===== config.mk =====
export PLATFORM = sky130hd
export DESIGN_NAME = mem_stage_lsu
export DESIGN_NICKNAME = d
export VERILOG_FILES = /design/src/rtl/mem_stage_lsu_pkg.sv /design/src/rtl/load_align_ext.sv /design/src/rtl/mem_stage_lsu.sv
export SDC_FILE = /design/constraint.sdc
export NUM_CORES = 1
export LEC_CHECK = 0
export ABC_AREA = 1
export CAP_MARGIN = 20
export CELL_PAD_IN_SITES_DETAIL_PLACEMENT = 0
export CELL_PAD_IN_SITES_GLOBAL_PLACEMENT = 1
export CORE_UTILIZATION = 36
export CTS_BUF_LIST = sky130_fd_sc_hd__clkbuf_4
export DETAILED_ROUTE_END_ITERATION = 8
export PLACE_DENSITY_LB_ADDON = 0.25
export SYNTH_ARGS = -nofsm -noshare
export SYNTH_HDL_FRONTEND = slang
export SYNTH_SLANG_ARGS = --single-unit

===== constraint.sdc =====
create_clock -name clk -period 4.2 [get_ports clk]
set_input_delay 0.63 -clock clk [delete_from_list [all_inputs] [get_ports clk]]
set_output_delay 0.63 -clock clk [all_outputs]
set_load 0.1 [all_outputs]

===== src/rtl/mem_stage_lsu_pkg.sv =====
// Shared definitions for the memory-stage load/store unit.
//   FUNC3_*     : load/store access encodings (stores use the low four)
//   lsu_state_e : access FSM states
//   strb_width  : byte-enable pattern for an access size, before lane shift
package mem_stage_lsu_pkg;

    localparam logic [2:0] FUNC3_LB  = 3'b000;
    localparam logic [2:0] FUNC3_LH  = 3'b001;
    localparam logic [2:0] FUNC3_LW  = 3'b010;
    localparam logic [2:0] FUNC3_LD  = 3'b011;
    localparam logic [2:0] FUNC3_LBU = 3'b100;
    localparam logic [2:0] FUNC3_LHU = 3'b101;
    localparam logic [2:0] FUNC3_LWU = 3'b110;

    typedef enum logic [1:0] {
        StIdle   = 2'd0,
        StAccess = 2'd1,
        StDone   = 2'd2
    } lsu_state_e;

    function automatic logic [7:0] strb_width(input logic [1:0] size);
        case (size)
            2'd0:    return 8'h01;
            2'd1:    return 8'h03;
            2'd2:    return 8'h0f;
            default: return 8'hff;
        endcase
    endfunction

endpackage


===== src/rtl/load_align_ext.sv =====
// Load data alignment: shifts the addressed lane of a read doubleword down to
// bit 0, then sign- or zero-extends it according to the access size.
//   rdata_in : doubleword returned by memory
//   off_in   : byte offset within the doubleword
//   func3_in : load size/sign encoding
//   data_out : register-ready load result
module load_align_ext
    import mem_stage_lsu_pkg::*;
(
    input  logic [63:0] rdata_in,
    input  logic [2:0]  off_in,
    input  logic [2:0]  func3_in,
    output logic [63:0] data_out
);

    logic [63:0] lane;

    assign lane = rdata_in >> {off_in, 3'b000};

    always_comb begin
        data_out = lane;
        case (func3_in)
            FUNC3_LB:  data_out = {{56{lane[7]}}, lane[7:0]};
            FUNC3_LH:  data_out = {{48{lane[15]}}, lane[15:0]};
            FUNC3_LW:  data_out = {{32{lane[31]}}, lane[31:0]};
            FUNC3_LD:  data_out = lane;
            FUNC3_LBU: data_out = {56'd0, lane[7:0]};
            FUNC3_LHU: data_out = {48'd0, lane[15:0]};
            FUNC3_LWU: data_out = {32'd0, lane[31:0]};
            default:   data_out = lane;
        endcase
    end

endmodule


===== src/rtl/mem_stage_lsu.sv =====
// Memory-stage load/store unit. Turns the EX/MEM load/store into a held
// req/ready bus transaction, stalls the pipeline until it completes, and
// presents aligned writeback data toward MEM/WB.
//   clk, reset_n          : clock, asynchronous active-low reset
//   *_in                  : EX/MEM register outputs (func3, address/ALU result,
//                           store data, rd, controls)
//   dmem_*                : data-memory request/response
//   stall                 : freezes PC, IF/ID, ID/EX, EX/MEM
//   wb_data, rd_out,
//   reg_write_out         : toward MEM/WB
//   misalign_fault        : illegal/misaligned access (same cycle)
//   bus_error             : access timed out (pulses in DONE)
module mem_stage_lsu
    import mem_stage_lsu_pkg::*;
#(
    parameter int unsigned TIMEOUT_CYCLES = 255,
    parameter int unsigned XLEN           = 64
) (
    input  logic            clk,
    input  logic            reset_n,
    input  logic [2:0]      func3_in,
    input  logic [XLEN-1:0] alu_result_in,
    input  logic [XLEN-1:0] alu_input2_in,
    input  logic [4:0]      rd_in,
    input  logic            RegWrite_in,
    input  logic            MemRead_in,
    input  logic            MemWrite_in,
    input  logic            MemReg_in,
    output logic            dmem_req,
    output logic            dmem_we,
    output logic [XLEN-1:0] dmem_addr,
    output logic [XLEN-1:0] dmem_wdata,
    output logic [7:0]      dmem_wstrb,
    input  logic            dmem_ready,
    input  logic [XLEN-1:0] dmem_rdata,
    output logic            stall,
    output logic [XLEN-1:0] wb_data,
    output logic [4:0]      rd_out,
    output logic            reg_write_out,
    output logic            misalign_fault,
    output logic            bus_error
);

    localparam int unsigned CntW = $clog2(TIMEOUT_CYCLES + 1);

    lsu_state_e      state_q, state_d;
    logic [XLEN-1:0] addr_q, wdata_q, load_q;
    logic [7:0]      wstrb_q;
    logic [2:0]      func3_q, off_q;
    logic            we_q, berr_q;
    logic [CntW-1:0] cnt_q;

    logic            mem_op, misaligned, legal, start, timeout;
    logic [2:0]      off;
    logic [1:0]      size;
    logic [XLEN-1:0] load_aligned;

    assign mem_op = MemRead_in | MemWrite_in;
    assign off    = alu_result_in[2:0];
    assign size   = func3_in[1:0];

    always_comb begin
        misaligned = 1'b0;
        case (size)
            2'd1:    misaligned = off[0];
            2'd2:    misaligned = |off[1:0];
            2'd3:    misaligned = |off;
            default: misaligned = 1'b0;
        endcase
    end

    assign legal = ~(MemRead_in & MemWrite_in)
                 & ~(MemWrite_in & func3_in[2])
                 & ~(MemRead_in & (func3_in == 3'b111))
                 & ~misaligned;

    assign start = (state_q == StIdle) & mem_op & legal;
    // ready on the final counted cycle takes priority over the timeout
    assign timeout = (state_q == StAccess) & ~dmem_ready
                   & (cnt_q == CntW'(TIMEOUT_CYCLES - 1));

    load_align_ext u_align (
        .rdata_in (dmem_rdata),
        .off_in   (off_q),
        .func3_in (func3_q),
        .data_out (load_aligned)
    );

    // State register
    always_ff @(posedge clk or negedge reset_n) begin
        if (!reset_n) state_q <= StIdle;
        else          state_q <= state_d;
    end

    // Next-state logic
    always_comb begin
        state_d = state_q;
        unique case (state_q)
            StIdle:   if (start) state_d = StAccess;
            StAccess: if (dmem_ready || timeout) state_d = StDone;
            StDone:   state_d = StIdle;
            default:  state_d = StIdle;
        endcase
    end

    // Access datapath: request fields latched on entry, held through ACCESS
    always_ff @(posedge clk or negedge reset_n) begin
        if (!reset_n) begin
            addr_q  <= '0;
            wdata_q <= '0;
            wstrb_q <= '0;
            we_q    <= 1'b0;
            func3_q <= '0;
            off_q   <= '0;
            cnt_q   <= '0;
            load_q  <= '0;
            berr_q  <= 1'b0;
        end else begin
            berr_q <= timeout;
            if (start) begin
                addr_q  <= {alu_result_in[XLEN-1:3], 3'b000};
                wdata_q <= alu_input2_in << {off, 3'b000};
                wstrb_q <= strb_width(size) << off;
                we_q    <= MemWrite_in;
                func3_q <= func3_in;
                off_q   <= off;
                cnt_q   <= '0;
            end else if (state_q == StAccess) begin
                if (dmem_ready) begin
                    load_q <= load_aligned;
                end else if (timeout) begin
                    load_q <= '0;
                end else begin
                    cnt_q <= cnt_q + CntW'(1);
                end
            end
        end
    end

    // Outputs
    always_comb begin
        dmem_req       = (state_q == StAccess);
        dmem_we        = dmem_req & we_q;
        dmem_wstrb     = dmem_req ? wstrb_q : 8'h00;
        dmem_addr      = addr_q;
        dmem_wdata     = wdata_q;
        stall          = start | (state_q == StAccess);
        misalign_fault = (state_q == StIdle) & mem_op & ~legal;
        bus_error      = berr_q;
        wb_data        = MemReg_in ? load_q : alu_result_in;
        rd_out         = rd_in;
        reg_write_out  = RegWrite_in & ~misalign_fault & ~berr_q;
    end

endmodule


# After elaboration in Yosys (flattened, before gate mapping)

Index checks and enable logic that the tools add are counted.

Register bits after elaboration: 215
Input port bits: 207

Bitwise logic cells: 25
Multiplexer cells: 15
Reductions and logical operators: 11
Shift operators: 3
Add/subtract/negate cells: 1
Equal/unequal tests: 15

Operators by type and width:

| kind                                                | count |
|---|---|
| one-hot mux 64 bit (6 select lines)                 | 1 |
| two-way mux 64 bit                                  | 3 |
| << shifter 64 x 6 -> 64 bit                         | 1 |
| right shift 64 x 6 -> 64 bit                        | 1 |
| two-way mux 8 bit                                   | 6 |
| one-hot mux 8 bit (3 select lines)                  | 1 |
| bitwise AND 1 bit                                   | 14 |
| equality test 3 bit, second input constant          | 4 |
| inverter 1 bit                                      | 9 |
| adder 8 x 1 -> 8 bit, second input constant         | 1 |
| equality test 8 bit, second input constant          | 1 |
| << shifter 8 x 3 -> 8 bit                           | 1 |
| AND reduction 3 bit                                 | 2 |
| equality test 2 x 1 -> 1 bit, second input constant | 2 |
| equality test 2 bit, second input constant          | 2 |
| logical NOT 2 bit                                   | 2 |
| two-way mux 2 bit                                   | 2 |
| != test 2 x 1 -> 1 bit, second input constant       | 2 |
| != test 2 bit, second input constant                | 2 |
| one-hot mux 2 bit (2 select lines)                  | 1 |
| nonzero test 2 bit                                  | 2 |
| equality test 3 x 1 -> 1 bit, second input constant | 1 |
| equality test 3 x 2 -> 1 bit, second input constant | 1 |
| logical NOT 3 bit                                   | 1 |
| 6 further kinds                                     | 7 |

# Depth between registers and ports, before layout

Gate-level depths: netlist of the first run.

Depth after elaboration: 10
Gate-level depth with buffers: 12
Depth with buffers taken out: 9

# By module

From an unflattened synthesis of the first run, not the netlist that was laid out.

Cells, all modules: 1,996
Area total of the unflattened synthesis: 13,639.3 um2

By module, submodules not included:

| module         | cells each | seq. area each (um2) | times used | area each (um2) |
|---|---|---|---|---|
| mem_stage_lsu  | 1,504      | 5,380.2              | 1          | 11,184.5 |
| load_align_ext | 492        | 0.0                  | 1          | 2,454.9 |

# Worst setup path before layout of the first run

Ideal clock, no wire load.

Path kind: input -> output
From: input port alu_result_in[2]
To: output port reg_write_out
Arrival: 3,535 ps
Stages on the path: 8
Setup slack: 35 ps
Buffers on the path: 2
Required time: 3,570 ps
Cells stage by stage: buf_2 -> inv_2 -> nand2_2 -> o21ai_1 -> and2_1 -> buf_4 -> nor2_1 -> nor2_1

Word-level cells in the longest chain between the ends: 9

RTL lines:

| what                               | RTL line             | source |
|---|---|---|
| start, declared                    | mem_stage_lsu.sv:22  | `input logic [XLEN-1:0] alu_result_in,` |
| OR reduction 3 bit                 | mem_stage_lsu.sv:67  | `2'd3: misaligned = \|off;` |
| one-hot mux 1 bit (3 select lines) | mem_stage_lsu.sv:64  | `case (size)` |
| inverter 1 bit                     | mem_stage_lsu.sv:75  | `& ~misaligned;` |
| bitwise AND 1 bit                  | mem_stage_lsu.sv:75  |  |
| inverter 1 bit                     | mem_stage_lsu.sv:148 | `misalign_fault = (state_q == StIdle) & mem_op & ~legal;` |
| bitwise AND 1 bit                  | mem_stage_lsu.sv:148 |  |
| via misalign_fault                 | mem_stage_lsu.sv:40  | `output logic misalign_fault,` |
| inverter 1 bit                     | mem_stage_lsu.sv:152 | `reg_write_out = RegWrite_in & ~misalign_fault & ~berr_q;` |
| bitwise AND 1 bit (2 in series)    | mem_stage_lsu.sv:152 |  |
| end, declared                      | mem_stage_lsu.sv:39  | `output logic reg_write_out,` |

The timed path passes the listed nets, and every way through them passes these cells.

# Worst setup path in the final report of the first run

From: register state_q[1]
To: output port dmem_wstrb[5]

Word-level cells in the longest chain between the ends: 2

RTL lines:

| what                         | RTL line             | source |
|---|---|---|
| start, declared              | mem_stage_lsu.sv:46  | `lsu_state_e state_q, state_d;` |
| start signal, assigned       | mem_stage_lsu.sv:91  | `if (!reset_n) state_q <= StIdle;` |
| start signal, assigned       | mem_stage_lsu.sv:92  | `else state_q <= state_d;` |
| equality test 2 x 1 -> 1 bit | mem_stage_lsu.sv:142 | `dmem_req = (state_q == StAccess);` |
| two-way mux 8 bit            | mem_stage_lsu.sv:144 | `dmem_wstrb = dmem_req ? wstrb_q : 8'h00;` |
| end, declared                | mem_stage_lsu.sv:33  | `output logic [7:0] dmem_wstrb,` |

No other way between the ends.

==> results.py, run 1 <==
metrics = {
    "synthesis": {
        "synth.most_common_cell": "nand2_1",
        "synth_commonest_cells": "814 x nand2_1, 215 x dfrtp_1, 208 x nand3_1, 168 x o21ai_0, 104 x o21ai_1",
        "synth_area_sq_um": 13200,
        "ys_seq_area_frac": 0.408,
        "ys_warn_count": 0,
        "yosys.area.top_type": "dfrtp_1",
        "synth-seq-cells": 215,
        "synth_edf_count": 0,
        "async_flop_share": 1.00,
        "synth_cell_types": 40,
        "synth_ff_type": "dfrtp_1",
        "synth_top_area_frac": 0.408,
        "synthTopCellsByArea": "dfrtp_1 41%, nand2_1 23%, nand3_1 7.9%",
        "syn_inst": 1975,
        "synth.avg_cell_area_sq_um": 6.67,
    },
    "routing": {
        "first_iter_violations": 1275,
        "ant_nets": 0,
        "finalWirelength_mm": 52.7,
        "routedWlPerCell_microns": 18.7,
        "drc_errors": 30,
        "drt_first_pass_iters": 8,
        "wirelength_met1_mm": 23.3,
        "via_per_inst": 5.17,
        "dr_wl_met3_mm": 3.63,
        "num_vias": 14600,
        "top_layer": "met4",
        "met2WireLength_mm": 24.2,
    },
    "clock_network": {
        "cts_resized": 0,
        "cts_hold_buffers": 0,
        "clock_latency_ns": 0.69,
        "cts_tree": "yes",
        "clk_path_buf_depth": 3,
        "htree_levels": 3,
        "cts_setup_buffers": 0,
        "cts_buffers": 66,
        "cts_root_buf": "clkbuf_4",
        "cts_sinks": 215,
        "clk_pin_slew_ns": 0.06,
    },
    "run": {
        "drv_cap": 0,
    },
    "finish": {
        "fin_nets": 2528,
        "syn2layout_area_growth_pct": 36.5,
        "drive_gt1_frac": 0.0971,
        "nFillCells": 3678,
        "fin_util": 0.502,
    },
    "outcome": {
        "outcome": "finished, violations left",
        "violations": "design-rule violations, negative hold slack",
    },
    "setup_path": {
        "worstPathRequired_ns": 3.57,
        "startpoint_type": "flip-flop",
        "worstPathArrival_ns": 3.00,
        "critical_path_peak_fanout": 11,
        "path_class": "reg -> out",
        "r2r_setup_slack_ns": 1.14,
        "critPathCaptureType": "output port",
    },
    "timing": {
        "relSlewSlack": 0.264,
        "rsz0062_at_grt": "no",
        "post-route-min-period_ns": 3.63,
        "post-route-period-util": 0.863,
        "worstMarginPinSlew_ns": 1.10,
        "fmax_ghz": 0.276,
        "setup_viol": 0,
        "fin_setup_tns_ns": 0,
        "slew_violations": 0,
        "finalHoldViolations": 1,
        "skew_ns": 0.0407,
        "hold-worst-slack_ns": -0.00644,
    },
    "power": {
        "p_sw_mw": 8.81,
        "ir_drop_mv": 0.437,
        "p_clk_frac": 0.141,
        "power.density_nw_per_um2": 828,
        "pwr-share-comb": 0.635,
        "intPower_mw": 6.09,
        "cellLeakagePower_nw": 8.94,
        "sw_frac_of_total": 0.591,
        "p_seq_frac": 0.224,
    },
    "global_routing": {
        "antenna_found_initial": 2,
        "grt_max_degree": 117,
        "grt_pass1_wl_mm": 82.0,
        "grt_use_total": 0.280,
        "overflow": 0,
        "first_global_vias": 14100,
    },
    "floorplan": {
        "die_y_microns": 193,
        "die_w_microns": 193,
        "die-area_sq_um": 37400,
        "io_pins": 418,
        "start_util": 0.368,
        "std_cell_rows": 69,
        "core_sq_um": 35800,
    },
    "place": {
        "hpwlAfterDp_mm": 38.4,
        "gp_congestion": 0.953,
        "numPortBuffers": 404,
    },
    "worst_hold_path": {
        "holdCritPathClass": "in -> async",
    },
}
## worst paths after layout
check                                  from             end  cells past startpoint
hold / removal                      reset_n   dmem_addr[40]                      1
hold reg to reg                   load_q[3]       load_q[3]                      2
min in group clk           alu_result_in[0]      wstrb_q[0]                      4
setup reg to reg                   off_q[1]      load_q[40]                      8
max in group asynchronous           reset_n  dmem_wdata[28]                      2
setup / recovery                 state_q[1]   dmem_wstrb[5]                      4
## stage by stage
step | cells | instance area, sq um | power [mW] | worst slack, ns
floorplan | 1977 | 13200 | 10.3 | 0.0349
global placement | 2712 | 17200 | 12.8 | 0.874
detailed placement | 2712 | 17200 | 12.8 | 0.850
CTS | 2820 | 18000 | 15.0 | 0.520
global route | 2822 | 18000 | 15.6 | 0.436
finish | 2822 | 18000 | 14.9 | 0.573
## placed cells by master, fill, tap and decap left out, types with 8 or more instances in the layout
cell,Yosys,routed
o21ai_1,104,104
inv_1,94,94
nand2_1,814,813
nand3_1,208,207
o21ai_0,168,168
buf_12,0,8
nor2_1,55,54
a21oi_1,75,75
clkinv_1,2,15
dfrtp_1,215,214
or2_2,16,16
clkdlybuf4s50_1,0,330
clkbuf_4,0,87
o211ai_1,9,9
buf_4,14,89
## cell type report
class / count / area (sq um) / share of cell area
Sequential cell: 215 / 5380 / 0.299
Inverter: 102 / 385 / 0.0214
Multi-Input combinational cell: 1505 / 6670 / 0.371
Clock buffer: 87 / 653 / 0.0363
Timing Repair Buffer: 429 / 4150 / 0.231
Tap cell: 461 / 577 / 0.0321
Clock inverter: 21 / 168 / 0.00932
Antenna cell: 2 / 5.00 / 0.000278
## cell families after synthesis
group / synth area share
adder cells (fa/ha/maj): 0.00190
AO/OA/AOI/OAI: 0.146
XOR/XNOR: 0.00399
other: 0.000285
multiplexers: 0.00532
buffers and inverters: 0.0877
flip-flops: 0.408
AND/OR/NAND/NOR: 0.346
## power groups by stage
stage	sequential [mW]	clock, mW	combinational (mW)
after floorplan	6.68	0	3.62
after global placement	3.34	0	9.42
after detailed placement	3.35	0	9.44
after CTS	3.33	2.17	9.45
after global routing	3.43	2.27	9.95
final	3.34	2.10	9.45
## critical path, cell delays in order, from the launching register on
cell and delay, ns:
dfrtp_1 0.38, nor2_2 0.23, inv_1 0.31, nor2_1 0.20, clkdlybuf4s50_1 1.18
## state kept, by name, summed over array words and instances, names as in the netlist
register and flops:
bus_error 1, cnt_q 8, dmem_addr 61, dmem_wdata 64, func3_q 3, load_q 64
off_q 3, state_q 2, we_q 1, wstrb_q 8
## metal layers
layer	vias up	GRT usage
met5	-	0
met3	95	0.0516
met2	597	0.446
met4	0	0.106
met1	6804	0.378
li1	7083	-
(Power assumes the default switching activity.)
==> run 2: changes to the inputs <==
- ABC_AREA: 1 -> unset
- CORE_UTILIZATION: 36 -> 39
==> run 2 against run 1 <==
  * The flow now finishes without violations
  * Routed wire length is 19% lower
  * Register-to-register slack better by 0.02 ns
  * Die area is 13% lower
  * Count of clock-buffer cells in the layout is 4 higher
  * Global-route usage is 2.1 points lower
  * Via count is 25% lower
  * Sequential share of layout area is 1.3 points higher
  * Critical path type is now in -> out
  * Critical endpoint is now reg_write_out
  * Largest cell class unchanged
==> results.py, run 2 <==
metrics = {
    "outcome": {
        "outcome": "complete, no violations",
    },
    "floorplan": {
        "die_w_microns": 180,
        "start_util": 0.400,
        "core_sq_um": 30900,
        "io_pins": 418,
        "die-area_sq_um": 32400,
        "std_cell_rows": 64,
        "die_y_microns": 180,
    },
    "setup_path": {
        "worstPathArrival_ns": 2.68,
        "critical_path_peak_fanout": 13,
        "r2r_setup_slack_ns": 1.16,
        "path_class": "in -> out",
        "path_cells": "clkdlybuf4s50_1 > and3_1 > o21ai_0 > nand3_1 > and2_1 > nor3b_2 > buf_12",
        "slowest_delay_ns": 0.66,
        "worstPathRequired_ns": 3.57,
        "crit_slowest_cell": "clkdlybuf4s50_1",
        "critPathCaptureType": "output port",
        "startpoint_type": "primary input",
    },
    "global_routing": {
        "first_global_vias": 10900,
        "grt_max_degree": 116,
        "grt_pass1_wl_mm": 64.9,
        "grt_use_total": 0.259,
        "antenna_found_initial": 5,
        "overflow": 0,
    },
    "routing": {
        "via_per_inst": 5.43,
        "num_vias": 10900,
        "ant_nets": 0,
        "first_iter_violations": 733,
        "routedWlPerCell_microns": 21.4,
        "finalWirelength_mm": 42.8,
        "drt_first_pass_iters": 5,
        "drc_errors": 0,
    },
    "clock_network": {
        "cts_sinks": 215,
        "cts_buffers": 61,
        "cts_tree": "yes",
        "cts_setup_buffers": 0,
        "clock_latency_ns": 0.72,
        "htree_levels": 2,
        "cts_resized": 0,
        "cts_hold_buffers": 1,
        "cts_root_buf": "clkbuf_4",
        "clk_pin_slew_ns": 0.06,
        "clk_path_buf_depth": 3,
    },
    "timing": {
        "post-route-period-util": 0.789,
        "post-route-min-period_ns": 3.31,
        "worstMarginPinSlew_ns": 1.11,
        "fin_setup_tns_ns": 0,
        "setup_viol": 0,
        "rsz0062_at_grt": "no",
        "relSlewSlack": 0.258,
        "skew_ns": 0.0361,
        "finalHoldViolations": 0,
        "fmax_ghz": 0.302,
        "slew_violations": 0,
    },
    "power": {
        "p_clk_frac": 0.137,
        "intPower_mw": 6.18,
        "ir_drop_mv": 0.694,
        "p_seq_frac": 0.249,
        "p_sw_mw": 7.85,
        "total_power_mw": 14.0,
        "cellLeakagePower_nw": 7.50,
        "power.density_nw_per_um2": 815,
        "pwr-share-comb": 0.614,
        "sw_frac_of_total": 0.560,
    },
    "synthesis": {
        "yosys.area.top_type": "dfrtp_1",
        "synthTopCellsByArea": "dfrtp_1 44%, mux2_2 14%, mux2i_1 7.8%",
        "synth.most_common_cell": "dfrtp_1",
        "async_flop_share": 1.00,
        "synth_area_sq_um": 12400,
        "synth_commonest_cells": "215 x dfrtp_1, 159 x mux2_2, 98 x nand2_1, 96 x mux2i_1, 79 x a21oi_1",
        "synth_edf_count": 0,
        "synth_ff_type": "dfrtp_1",
        "synth_cell_types": 55,
        "synth_top_area_frac": 0.435,
        "ys_warn_count": 0,
        "syn_inst": 1181,
        "synth-seq-cells": 215,
        "ys_seq_area_frac": 0.435,
        "synth.avg_cell_area_sq_um": 10.5,
    },
    "place": {
        "gp_congestion": 0.885,
        "hpwlAfterDp_mm": 31.6,
        "numPortBuffers": 404,
    },
    "finish": {
        "nFillCells": 2825,
        "multi_input_area_sq_um": 6470,
        "drive_gt1_frac": 0.240,
        "mostFrequentLayoutCells": "322 x clkdlybuf4s50_1, 213 x dfrtp_1, 159 x mux2_2",
        "fin_util": 0.557,
        "regArea_sq_um": 5380,
        "final_common_cell": "clkdlybuf4s50_1",
        "fin_nets": 1763,
        "syn2layout_area_growth_pct": 39.2,
    },
    "worst_hold_path": {
        "holdCritPathClass": "reg -> reg",
    },
    "run": {
        "drv_cap": 0,
    },
}
## run 2: layout make-up
type | instances | share of cell area
Antenna cell | 4 | 0.000581
Clock buffer | 91 | 0.0397
Clock inverter | 21 | 0.00516
Inverter | 6 | 0.00131
Multi-Input combinational cell | 847 | 0.376
Sequential cell | 215 | 0.313
Tap cell | 396 | 0.0288
Timing Repair Buffer | 423 | 0.236
## run 2: logic make-up after synthesis
group | Yosys count | share of synthesized area
other | 1 | 0.000303
buffers and inverters | 121 | 0.0435
AO/OA/AOI/OAI | 309 | 0.166
multiplexers | 270 | 0.250
XOR/XNOR | 8 | 0.00567
flip-flops | 215 | 0.435
adder cells (fa/ha/maj) | 2 | 0.00202
AND/OR/NAND/NOR | 255 | 0.0976
## run 2: power groups by stage
stage | clock network, mW | registers (mW) | logic (mW)
6_report | 1.92 | 3.50 | 8.62
5_1_grt | 2.09 | 3.59 | 8.92
4_1_cts | 1.99 | 3.50 | 8.62
3_5_place_dp | 0 | 3.53 | 8.60
3_3_place_gp | 0 | 3.51 | 8.56
2_1_floorplan | 0 | 6.32 | 3.60
## run 2: worst paths after layout
path	cells after the start	endpoint	startpoint
setup / recovery	7	reg_write_out	func3_in[1]
hold / removal	2	wstrb_q[4]	wstrb_q[4]
setup reg to reg	6	load_q[53]	off_q[2]
hold reg to reg	2	wstrb_q[4]	wstrb_q[4]
max in group asynchronous	3	dmem_wdata[32]	reset_n
min in group asynchronous	2	dmem_addr[5]	reset_n
## run 2: per-layer routing
metal,wire (microns),vias to the layer above,track usage
li1,-,5118,-
met1,18700,5244,0.345
met2,20000,434,0.416
met3,3050,72,0.0600
met4,1110,0,0.0834
met5,0,-,0
## run 2: per-stage QoR
step / worst slack (ns) / area [sq um] / hold slack [ns] / cells
after global placement: 0.962 / 16400 / 0.451 / 1886
after CTS: 0.905 / 17200 / 0.478 / 1999
after detailed placement: 0.911 / 16400 / 0.463 / 1886
final: 0.886 / 17200 / 0.470 / 2003
after floorplan: 0.402 / 12400 / 0.334 / 1183
after global routing: 0.762 / 17200 / 0.488 / 2003
## run 2: worst max-delay path: cells and delay by family
| family | cells | cell delay (ns) |
|---|---|---|
| compound gates | 1 | 0.20 |
| simple gates | 4 | 0.97 |
| buf+inv | 2 | 0.87 |
==> patch 1 (config.mk and constraints of run 2) <==
The 3 states of `lsu_state_e` get a one-hot encoding in 3 bits.
--- a/src/rtl/mem_stage_lsu_pkg.sv
+++ b/src/rtl/mem_stage_lsu_pkg.sv
@@ -12,10 +12,10 @@
     localparam logic [2:0] FUNC3_LHU = 3'b101;
     localparam logic [2:0] FUNC3_LWU = 3'b110;
 
-    typedef enum logic [1:0] {
-        StIdle   = 2'd0,
-        StAccess = 2'd1,
-        StDone   = 2'd2
+    typedef enum logic [2:0] {
+        StIdle   = 3'b001,
+        StAccess = 3'b010,
+        StDone   = 3'b100
     } lsu_state_e;
 
     function automatic logic [7:0] strb_width(input logic [1:0] size);
Function: same outputs for any inputs over 4 cycles, from zero or initial values and one cycle with reset_n low; so few cycles prove little.
==> patch 1 against run 2 <==
  * The run now ends with negative hold slack left
  * Routed wire length increased by 6.4%
  * Area after synthesis rose by 3.5%
  * Global-route usage rose by 1.2 points
  * Total power decreased by 8.8%
  * Sequential cell count rose by 1
  * Setup slack improved by 0.21 ns
  * Design area is 2.8% higher
  * Register-to-register slack better by 0.30 ns
  * Highest routed layer is now met5
  * Synthesized cell count is 16% higher
  * Via count increased by 9.1%
  * Cell count is 11% higher
==> patch 1: results <==
set metrics [dict create \
    ys_top_cells_by_count "nand2_1, dfrtp_1, mux2_2" \
    clk-power_mw 2.02 \
    final_common_cell "nand2_1" \
    holdWs_ns -0.0161 \
    dpl.cell_count 2113 \
    grt_pass1_vias 11700 \
    max_stage_delay_ns 0.63 \
    synth_area_leaders "dfrtp_1, nand2_1, mux2_2, mux2i_1, mux4_2" \
    violations "negative hold slack" \
    yosysUniqueCellTypes 65 \
    worst-slew-pin-transition_ns 1.10 \
    use_met1 0.344 \
    synth_mux_area_frac 0.189 \
    avgViaCountPerCell 5.33 \
    drtIter0Drc 668 \
    power.internal_mw 5.78 \
    synth_compound_area_frac 0.165 \
    pg_seq_mw 3.32 \
    synthAdderAreaFrac 0.00196 \
    worstPathMaxFanout 12 \
    clk_latency_ns 0.66 \
    r2r_start "off_q[1]" \
    grt_first_pass_wirelength_mm 69.5 \
    fin_total_pwr_mw 12.8 \
    hold_viol_final 4 \
    status "finished, violations left" \
    p_leak_nw 7.95 \
]
[patch 1: cell types whose count changed after synthesis, moves of 13 or more]
cell	change
clkbuf_1	-21
o21ai_2	+30
nor2_1	+14
buf_2	+24
nand2_1	+244
a22o_1	-20
mux2i_1	-14
a2bb2oi_1	+13
mux2_2	-51
[patch 1: area by class of cell]
class | count | area, sq um
Clock buffer | 92 | 691
Tap cell | 435 | 544
Antenna cell | 4 | 10.0
Inverter | 5 | 18.8
Fill cell | 2974 | 14200
Multi-Input combinational cell | 1031 | 6840
Sequential cell | 216 | 5410
Timing Repair Buffer | 426 | 4090
Clock inverter | 16 | 90.1
[patch 1: stage by stage]
stage          instance area, sq um  hold slack [ns]  utilization
4_1_cts                       17700          0.00735        0.555
3_3_place_gp                  16900            0.452        0.530
2_1_floorplan                 12800            0.334            -
6_report                      17700          -0.0161        0.555
3_5_place_dp                  16900            0.457        0.530
5_1_grt                       17700           0.0424        0.555
==> patch 2 (flow settings as in run 2) <==
Without the edit above. The parameter `TIMEOUT_CYCLES` goes from 255 to 510.
--- a/src/rtl/mem_stage_lsu.sv
+++ b/src/rtl/mem_stage_lsu.sv
@@ -13,7 +13,7 @@
 module mem_stage_lsu
     import mem_stage_lsu_pkg::*;
 #(
-    parameter int unsigned TIMEOUT_CYCLES = 255,
+    parameter int unsigned TIMEOUT_CYCLES = 510,
     parameter int unsigned XLEN           = 64
 ) (
     input  logic            clk,
Function: not settled (the Yosys comparison gave no result); the edit may change what the design does.
==> patch 2 against run 2 <==
  * Setup slack improved by 0.25 ns
  * Design area increased by 0.67%
  * Global-route usage up 0.61 points
  * Area after synthesis up 0.78%
  * Combinational power shrank 2.6%
  * Via count is essentially flat
  * Sequential cell count is 1 higher
  * Total power is 1.5% lower
  * Routed wire length up 2.6%
  * Critical path depth shrank 1
  * Largest power group unchanged
==> patch 2: results <==
set metrics [dict create \
    status "completed" \
    synth_warnings 0 \
    crit_slowest_cell "clkdlybuf4s50_1" \
    post_cts_resized 0 \
    final_nets 1733 \
    maxCapViolations 0 \
    worstPathMaxFanout 13 \
    place_area_sq_um 16500 \
    cts_buffers 61 \
    async_flop_share 1.00 \
    ys_top_cells_by_count "dfrtp_1, mux2_2, a21oi_1" \
    clock_path_buffers 3 \
    drtIter0Drc 713 \
    hpwl_mm 32.4 \
    yosysUniqueCellTypes 52 \
    layout-drive-gt1-share 0.279 \
    skew_ns 0.0260 \
    firstDrtPassIters 5 \
    grt_first_pass_wirelength_mm 66.3 \
    synth_area_leaders "dfrtp_1, mux2_2, mux4_2, mux2i_1, a21oi_1" \
    hold_class "input port to register" \
    grt_use_total 0.265 \
    p_leak_nw 7.45 \
    antenna_found_initial 1 \
    clkTransAtPathRegs_ns 0.07 \
    numPortBuffers 404 \
    ys.flop_type "dfrtp_1" \
    cts_max_level 2 \
    drtAntennaViolNets 0 \
    cts_root_buffer "clkbuf_4" \
    vdd_drop_max_uv 594 \
    grt_pass1_vias 11100 \
    cts_setup_buffers 0 \
    crit_family "buffers and inverters" \
    cts_hold_buf 1 \
    gp_congestion 0.885 \
    max_slew_margin 0.269 \
    grt_max_degree 110 \
    clk_latency_ns 0.71 \
    avgViaCountPerCell 5.51 \
    post_drt_wl_per_cell_um 22.3 \
    max_stage_delay_ns 0.62 \
    seq_area_frac_synth 0.434 \
]
==> patch 2: cell count changes in the layout (fill, tap and decap cells not counted), moves of 13 or more <==
cell      delta
nand2_1     -59
mux4_2      +25
o31ai_1     -19
a21oi_1     +19
a31o_2      +17
nor2_1      +24
mux2i_1     -13
a211oi_1    -24
==> patch 2: cells by family (layout without fill, tap and decap cells) <==
logic type,Yosys count,after routing,synth area share
XOR/XNOR,8,8,0.00562
flip-flops,216,216,0.434
multiplexers,288,288,0.288
AO/OA/AOI/OAI,275,275,0.140
buffers and inverters,125,553,0.0444
other,1,4,0.000301
adder cells (fa/ha/maj),2,2,0.00201
AND/OR/NAND/NOR,227,227,0.0855
==> patch 2: metrics by stage <==
step                worst slack [ns]  TNS (ns)  total power, mW  std cells  hold slack (ns)
floorplan                     -0.136    -0.136             9.74       1144            0.334
global placement                1.11         0             11.8       1862            0.463
detailed placement              1.08         0             11.9       1862            0.468
CTS                             1.13         0             13.9       1974            0.342
global route                    1.01         0             14.4       1975            0.386
finish                          1.14         0             13.8       1975            0.403
==> patch 2: cell type report <==
class | count | area, sq um
Multi-Input combinational cell | 803 | 6520
Fill cell | 2851 | 14100
Antenna cell | 1 | 2.50
Clock inverter | 17 | 71.3
Timing Repair Buffer | 425 | 4050
Tap cell | 402 | 503
Sequential cell | 216 | 5410
Inverter | 17 | 63.8
Clock buffer | 94 | 706
==> patch 2: worst paths after layout <==
path	from	end	slack, ns	depth (start not counted)
max	func3_in[0]	stall	1.14	6
min	alu_result_in[0]	off_q[0]	0.40	2
min reg2reg	load_q[2]	load_q[2]	0.48	2
max in group asynchronous	reset_n	dmem_addr[20]	2.73	3
min in group asynchronous	reset_n	dmem_wdata[44]	0.45	2
max reg2reg	off_q[0]	load_q[44]	1.55	6
==> patch 2: metal layers <==
metal / track usage / wire length, um
met5: 0 / 0
met4: 0.0742 / 933
met3: 0.0629 / 3420
met2: 0.465 / 22300
met1: 0.323 / 17300
==> patch 2: report_power, final <==
group / internal (mW) / leakage (nW) / switching (mW)
clock: 1.01 / 0.469 / 0.946
sequential: 2.85 / 2.67 / 0.610
combinational: 2.30 / 4.31 / 6.10
total: 6.16 / 7.45 / 7.65
